## config.mk

```make
export PLATFORM = sky130hd
export DESIGN_NAME = song_reader
export DESIGN_NICKNAME = d
export VERILOG_FILES = /design/src/rtl/song_pkg.sv /design/src/rtl/song_reader.sv
export SDC_FILE = /design/constraint.sdc
export NUM_CORES = 1
export LEC_CHECK = 0
export ABC_AREA = 1
export ABC_CLOCK_PERIOD_IN_PS = 2000
export CORE_MARGIN = 5
export CORE_UTILIZATION = 47
export CTS_BUF_LIST = sky130_fd_sc_hd__clkbuf_8
export CTS_CLUSTER_SIZE = 10
export DETAILED_ROUTE_END_ITERATION = 12
export GPL_ROUTABILITY_DRIVEN = 0
export PLACE_DENSITY = 0.85
export RECOVER_POWER = 100
export SLEW_MARGIN = 20
export SYNTH_ARGS = -nofsm -noshare
export SYNTH_HDL_FRONTEND = slang
export SYNTH_SLANG_ARGS = --single-unit
```

## constraint.sdc

```tcl
create_clock -name clk -period 2 [get_ports clk]
set_clock_uncertainty 0.15 [all_clocks]
set_input_delay 0.4 -clock clk [delete_from_list [all_inputs] [get_ports clk]]
set_output_delay 0.4 -clock clk [all_outputs]
set_load 0.05 [all_outputs]
```

## src/rtl/song_pkg.sv

```systemverilog
// Shared widths, ROM word layout and FSM encoding for the song reader.
// Combinational helpers only; no latency.
// No flow control lives here.
package song_pkg;

    localparam int ADDR_W = 7;
    localparam int SONG_W = 2;
    localparam int IDX_W  = ADDR_W - SONG_W;
    localparam int NOTE_W = 6;
    localparam int DUR_W  = 6;
    localparam int WORD_W = NOTE_W + DUR_W;

    // Note 0 is a rest and is played like any other note.
    localparam logic [NOTE_W-1:0] REST_NOTE = '0;
    // A zero duration marks the end of a song and is never issued.
    localparam logic [DUR_W-1:0]  END_DUR   = '0;
    localparam logic [IDX_W-1:0]  IDX_LAST  = '1;

    typedef enum logic [2:0] {
        ST_IDLE   = 3'd0,
        ST_FETCH  = 3'd1,
        ST_DECODE = 3'd2,
        ST_WAIT   = 3'd3,
        ST_PAUSE  = 3'd4,
        ST_DONE   = 3'd5
    } state_t;

    function automatic logic [NOTE_W-1:0] note_of(input logic [WORD_W-1:0] w);
        return w[WORD_W-1:DUR_W];
    endfunction

    function automatic logic [DUR_W-1:0] dur_of(input logic [WORD_W-1:0] w);
        return w[DUR_W-1:0];
    endfunction

endpackage

```

## src/rtl/song_reader.sv

```systemverilog
// Walks one song in the song ROM and hands each {note,duration} word to the note player.
// Latency: play seen in IDLE at cycle N -> new_note at N+3 (FETCH, DECODE, WAIT).
// Backpressure: holds each note until note_done; play=0 parks in PAUSE at the next note boundary.
// Optional build macro SONG_READER_LOOP_EN: restart the same song after DONE instead of idling.
module song_reader
    import song_pkg::*;
(
    input  logic              clk,
    input  logic              rst_n,
    input  logic              play,
    input  logic [SONG_W-1:0] song_sel,
    input  logic              note_done,
    output logic [ADDR_W-1:0] rom_addr,
    input  logic [WORD_W-1:0] rom_dout,
    output logic              new_note,
    output logic [NOTE_W-1:0] note,
    output logic [DUR_W-1:0]  duration,
    output logic              song_done,
    output logic              busy
);

    state_t              state_q, state_d;
    logic [SONG_W-1:0]   song_q, song_d;
    logic [IDX_W-1:0]    idx_q, idx_d;
    logic [NOTE_W-1:0]   note_q, note_d;
    logic [DUR_W-1:0]    dur_q, dur_d;
    logic                new_note_q, new_note_d;
    logic                song_changed;

    // A song switch is only honoured while a song is in progress (not IDLE/DONE).
    always_comb begin
        song_changed = 1'b0;
        if (state_q inside {ST_FETCH, ST_DECODE, ST_WAIT, ST_PAUSE}) begin
            song_changed = (song_sel != song_q);
        end
    end

    // Next-state logic: sequencing through the song, pause, end-of-song and abort.
    always_comb begin
        state_d    = state_q;
        song_d     = song_q;
        idx_d      = idx_q;
        note_d     = note_q;
        dur_d      = dur_q;
        new_note_d = 1'b0;

        unique case (state_q)
            ST_IDLE: begin
                if (play) begin
                    song_d  = song_sel;
                    idx_d   = '0;
                    state_d = ST_FETCH;
                end
            end
            ST_FETCH: begin
                // Address is presented this cycle; the registered ROM answers next cycle.
                state_d = ST_DECODE;
            end
            ST_DECODE: begin
                if (dur_of(rom_dout) == END_DUR) begin
                    state_d = ST_DONE;
                end else begin
                    note_d     = note_of(rom_dout);
                    dur_d      = dur_of(rom_dout);
                    new_note_d = 1'b1;
                    state_d    = ST_WAIT;
                end
            end
            ST_WAIT: begin
                if (note_done) begin
                    if (idx_q == IDX_LAST) begin
                        state_d = ST_DONE;
                    end else begin
                        idx_d   = idx_q + 1'b1;
                        state_d = play ? ST_FETCH : ST_PAUSE;
                    end
                end
            end
            ST_PAUSE: begin
                if (play) begin
                    state_d = ST_FETCH;
                end
            end
            ST_DONE: begin
                idx_d = '0;
`ifdef SONG_READER_LOOP_EN
                state_d = play ? ST_FETCH : ST_PAUSE;
`else
                state_d = ST_IDLE;
`endif
            end
            default: begin
                state_d = ST_IDLE;
                idx_d   = '0;
            end
        endcase

        // Switching songs mid-play drops the current song without a song_done.
        if (song_changed) begin
            state_d    = ST_IDLE;
            idx_d      = '0;
            note_d     = note_q;
            dur_d      = dur_q;
            new_note_d = 1'b0;
        end
    end

    // State, position and current-note registers; reset aborts at once.
    always_ff @(posedge clk or negedge rst_n) begin
        if (!rst_n) begin
            state_q    <= ST_IDLE;
            song_q     <= '0;
            idx_q      <= '0;
            note_q     <= REST_NOTE;
            dur_q      <= '0;
            new_note_q <= 1'b0;
        end else begin
            state_q    <= state_d;
            song_q     <= song_d;
            idx_q      <= idx_d;
            note_q     <= note_d;
            dur_q      <= dur_d;
            new_note_q <= new_note_d;
        end
    end

    assign rom_addr  = {song_q, idx_q};
    assign new_note  = new_note_q;
    assign note      = note_q;
    assign duration  = dur_q;
    assign song_done = (state_q == ST_DONE);
    assign busy      = (state_q != ST_IDLE);

endmodule

```

======== Yosys cells after proc, flatten, opt, wreduce, memory -nomap -nowiden ========
Index checks and enable logic that the tools add are counted.
cells by class
  $mul .................................... 0
  mux-type cells .......................... 16
  $add $sub $neg .......................... 1
  divide/modulo/power cells ............... 0
  shifts and indexed selects .............. 0
  equal/unequal tests ..................... 12
  bitwise logic cells ..................... 2
  reductions and logical operators ........ 10
  magnitude comparators ................... 0
operator list
  kind                 count
  $mux 5               4
  $mux 3               6
  $pmux 5 s3           1
  $pmux 3 s4           1
  $ne 3x3->1 const B   3
  $eq 3x2->1 const B   2
  $eq 3x3->1 const B   2
  $logic_not 6->1      1
  $add 5x1->5 const B  1
  $eq 5x5->1 const B   1
  $mux 1               4
  $reduce_and 2->1     2
  $reduce_and 4->1     1
  $reduce_bool 4->1    1
  $eq 3x1->1 const B   1
  $logic_not 3->1      1
  $ne 3x1->1 const B   1
  $reduce_and 3->1     1
  $reduce_bool 3->1    1
  $reduce_or 3->1      1
  $ne 2x1->1 const B   1
  $ne 2x2->1           1
  $not 1->1            2
  $reduce_or 2->1      1
storage, ports and cells
  logic and storage cells ................. 47
  output and inout bits ................... 22
  memories kept ........................... 0
  memory bits (writable) .................. 0
  input port bits ......................... 18
  bits in latches ......................... 0
  register bits ........................... 23
  ROM bits ................................ 0

======== Logic depth before layout (Yosys ltp) ========
  word-level depth ........................ 5
  gate-level depth with buffers ........... 10
  depth with buffers taken out ............ 10

======== Least setup slack after synthesis ========
No wires, ideal clock.
  path kind ............................... reg-to-output
  from .................................... register state_q[1]
  to ...................................... output song_done
  buffers on the path ..................... 0
  stages on the path, launching flop included .. 2
  data arrival time ....................... 1.522 ns
  slack ................................... -0.072 ns
  required time ........................... 1.450 ns
  path through ............................ dfrtp_1 nor3_1
between the ends
  longest elaborated chain between the ends .. 1
RTL lines
  what                    line                RTL
  start, declared         song_reader.sv:22   state_t state_q, state_d;
  start signal, assigned  song_reader.sv:118  state_q <= state_d;
  $eq 3x3->1              song_reader.sv:131  assign song_done = (state_q == ST_DONE);
  end, declared           song_reader.sv:18   output logic song_done,
Every way passes these cells.

======== Final worst setup path ========
  from .................................... register idx_q[0]
  to ...................................... register idx_q[1]
between the ends
  longest elaborated chain between the ends .. 5
  elaborated cells on any way between the ends .. 8
  classes of those cells .................. 1 x add/sub; 2 x eq/ne; 4 x mux; 1 x reduce/logical
RTL lines
  what                    line                RTL
  start, declared         song_reader.sv:24   logic [IDX_W-1:0] idx_q, idx_d;
  start signal, assigned  song_reader.sv:120  idx_q <= idx_d;
  $add 5x1->5             song_reader.sv:74   idx_d = idx_q + 1'b1;
  $mux 5                  song_reader.sv:71   if (idx_q == IDX_LAST) begin
  $mux 5                  song_reader.sv:70   if (note_done) begin
  $pmux 5 s3              song_reader.sv:47   unique case (state_q)
  $mux 5                  song_reader.sv:99   if (song_changed) begin
Parallel ways exist; a longest one is shown, timed or not. The select of a mux whose other input is x is not followed.
A chain may end at the register's enable or synchronous reset.

==> reports/results.txt <==
outcome = finished clean
slew of the pin with the lowest slew margin = 0.618 ns
FF+latch count, synth = 23
worst r2r src = idx_q[0]
Tot GR Track Use = 0.177
clk_lat worst skew = 0.26 ns
register area share after synthesis = 0.483
Yosys cell types = 21
DRT Wirelength = 2.97 mm
clock buffer count from CTS = 3
CP required = 2.05 ns
grt total ovfl = 0
post-route cell area = 1580 µm²
total power draw = 0.00231 W
Detailed Route Iter0 Violations = 46
CP startpoint = idx_q[0]
Period minus WS final = 1.85 ns
maxcap violations = 0
Psw = 0.00126 W
Syn Nets = 180
clk root buf = clkbuf_8
via count = 1216
number of diodes = 0
die width = 60.4 µm
Via density = 5.17
Final setup viols = 0
drt wl/cell = 12.6 µm
Initial Util = 0.486
PD cells = 1470 nW/µm²
Clock Power Share = 0.123
FP Rows = 18
part of the cycle the worst path needs = 0.927
Worst Reg-to-Reg Cells = 10
layout cells sized above 1 = 0.117
Most used DFF post-synth = dfrtp_1
vias in the first global route = 1196
CP endpoint = idx_q[1]
Ys Warns = 0
Post-DP Area = 1600 µm²
startpoint types = flip-flop
DP HPWL = 2.23 mm
number of primary I/O pins = 40
Syn-to-layout area delta = 32.1%
Post-synth EDFFs = 0
clk buf depth = 2
final hold violations = 0
FMAX = 0.539 GHz
Crit path arrival time = 1.91 ns
Mapped Area = 1190 µm²
die area = 3640 µm²
P_int = 0.00105 W
core region area = 2450 µm²
first-pass GRT wire length = 4.93 mm
Crit Path Max Fanout = 6
# clock sinks = 23
critical path class = flip-flop to flip-flop
Final Slew Violations = 0
post-synthesis cell count = 160
Gate power share = 0.558
antenna viol nets, final = 0
hold depth = 2
H-tree levels = 1
switch share = 0.544
antenna violations before repair = 0
P_leak = 0.801 nW
Sequential Power Share = 0.319
Critical Path Sink Type = flip-flop
drt pass-1 iters = 4
DR DRC count = 0
nets = 226
TritonCTS clock tree = yes
Avg Cell Area, Syn = 7.45 µm²
worst vdd ir = 0.00119 V
R2R Path End = idx_q[1]
Slew headroom = 0.590
input/output buffers = 39
reg-to-reg slack, setup = 0.15 ns
Async S/R FF share, synth = 1.00
Clk pin slew, worst setup/hold paths = 0.08 ns
Chip Height = 60.4 µm
Worst Hold Class = flip-flop to flip-flop
largest net degree at the start of global routing = 24
-- cell usage in the layout (no fill, tap or decap), types with 2 or more instances in the layout --
cell             instances
nor2_1                  14
inv_1                   12
nand4_1                  8
o21ai_0                  6
clkbuf_2                 3
nand3_1                  9
clkdlybuf4s50_1         16
nand2_1                 70
dfrtp_1                 21
clkbuf_8                 3
nor2_2                   2
dfrtp_2                  2
buf_4                    5
inv_2                    3
clkbuf_1                18
-- area by class of cell --
class | count | area, µm²
well taps | 30 | 37.5
repair buffers | 44 | 310
multi-input cells | 119 | 547
fillers | 210 | 880
clock inverters | 1 | 5.00
clock buffers | 3 | 41.3
flip-flops and latches | 23 | 578
inverters | 15 | 56.3
-- metrics by stage --
stage / TNS [ns] / cells / util / setup slack (ns) / hold slack [ns]
floorplan: 0 / 160 / - / 0.132 / -0.0456
global placement: 0 / 229 / 0.650 / 0.0719 / 0.313
detailed placement: 0 / 229 / 0.650 / 0.0549 / 0.317
CTS: 0 / 233 / 0.669 / 0.0836 / 0.338
global route: -0.00292 / 235 / 0.642 / -0.00292 / 0.350
finish: 0 / 235 / 0.642 / 0.145 / 0.331
-- cells in the mapped netlist, types with 2 or more instances --
| cell | instances | area [µm²] |
|---|---|---|
| o21ai_1 | 2 | 10.0 |
| ha_1 | 2 | 25.0 |
| nor2_1 | 15 | 56.3 |
| nand3_2 | 2 | 20.0 |
| nand3_1 | 8 | 40.0 |
| nand2_2 | 2 | 12.5 |
| dfrtp_1 | 23 | 576 |
| nand2_1 | 69 | 259 |
| inv_1 | 11 | 41.3 |
| nand4_1 | 8 | 50.1 |
| inv_2 | 4 | 15.0 |
| o21ai_0 | 5 | 25.0 |
-- cell families after synthesis --
family / count (synthesis) / synth area share
simple gates: 107 / 0.382
xor+xnor: 1 / 0.00735
compound gates: 9 / 0.0399
buf+inv: 18 / 0.0672
fa+ha+maj: 2 / 0.0210
flops: 23 / 0.483
-- power groups by stage --
stage          clock network (W)  logic, W  registers, W
2_1_floorplan                  0  0.000540       0.00121
3_3_place_gp                   0   0.00144      0.000742
3_5_place_dp                   0   0.00147      0.000752
4_1_cts                 0.000285   0.00148      0.000744
5_1_grt                 0.000306   0.00141      0.000763
6_report                0.000285   0.00129      0.000737
-- critical path, cell delays in order (launching register included) --
cell	delay (ns)
dfrtp_2	0.43
ha_4	0.15
nand2_1	0.08
nor2_2	0.11
ha_2	0.19
inv_1	0.05
nand2_1	0.05
nand4_1	0.24
nand3_2	0.21
nand2_1	0.08
nand2_1	0.06
-- layer usage --
metal  up-vias  GRT usage  part of all wire
met5         -          0                 0
met4         0     0.0633             0.011
met3         5     0.0277             0.062
met2        43      0.316              0.48
met1       566      0.217              0.45
li1        602          -                 -
-- how the worst min path moves through the flow --
stage                      from           to  slack (ns)
finish              duration[0]  duration[0]        0.33
global route            note[2]      note[2]        0.35
CTS                 duration[0]  duration[0]        0.34
detailed placement  duration[0]  duration[0]        0.32
global placement        note[4]      note[4]        0.31
floorplan                 rst_n  duration[0]       -0.05
-- sequential cells by signal (all words and copies together), names as in the netlist --
register  flops
new_note      1
idx_q         5
state_q       3
note          6
song_q        2
duration      6
-- timing repair --
action / in CTS / in global routing
hold buffers: 0 / 0
resized for setup: 0 / 4
setup buffers: 0 / 2
endpoints found under the setup margin: 0 / 5
hold endpoints to repair: 0 / 0
(Power assumes the default switching activity.)
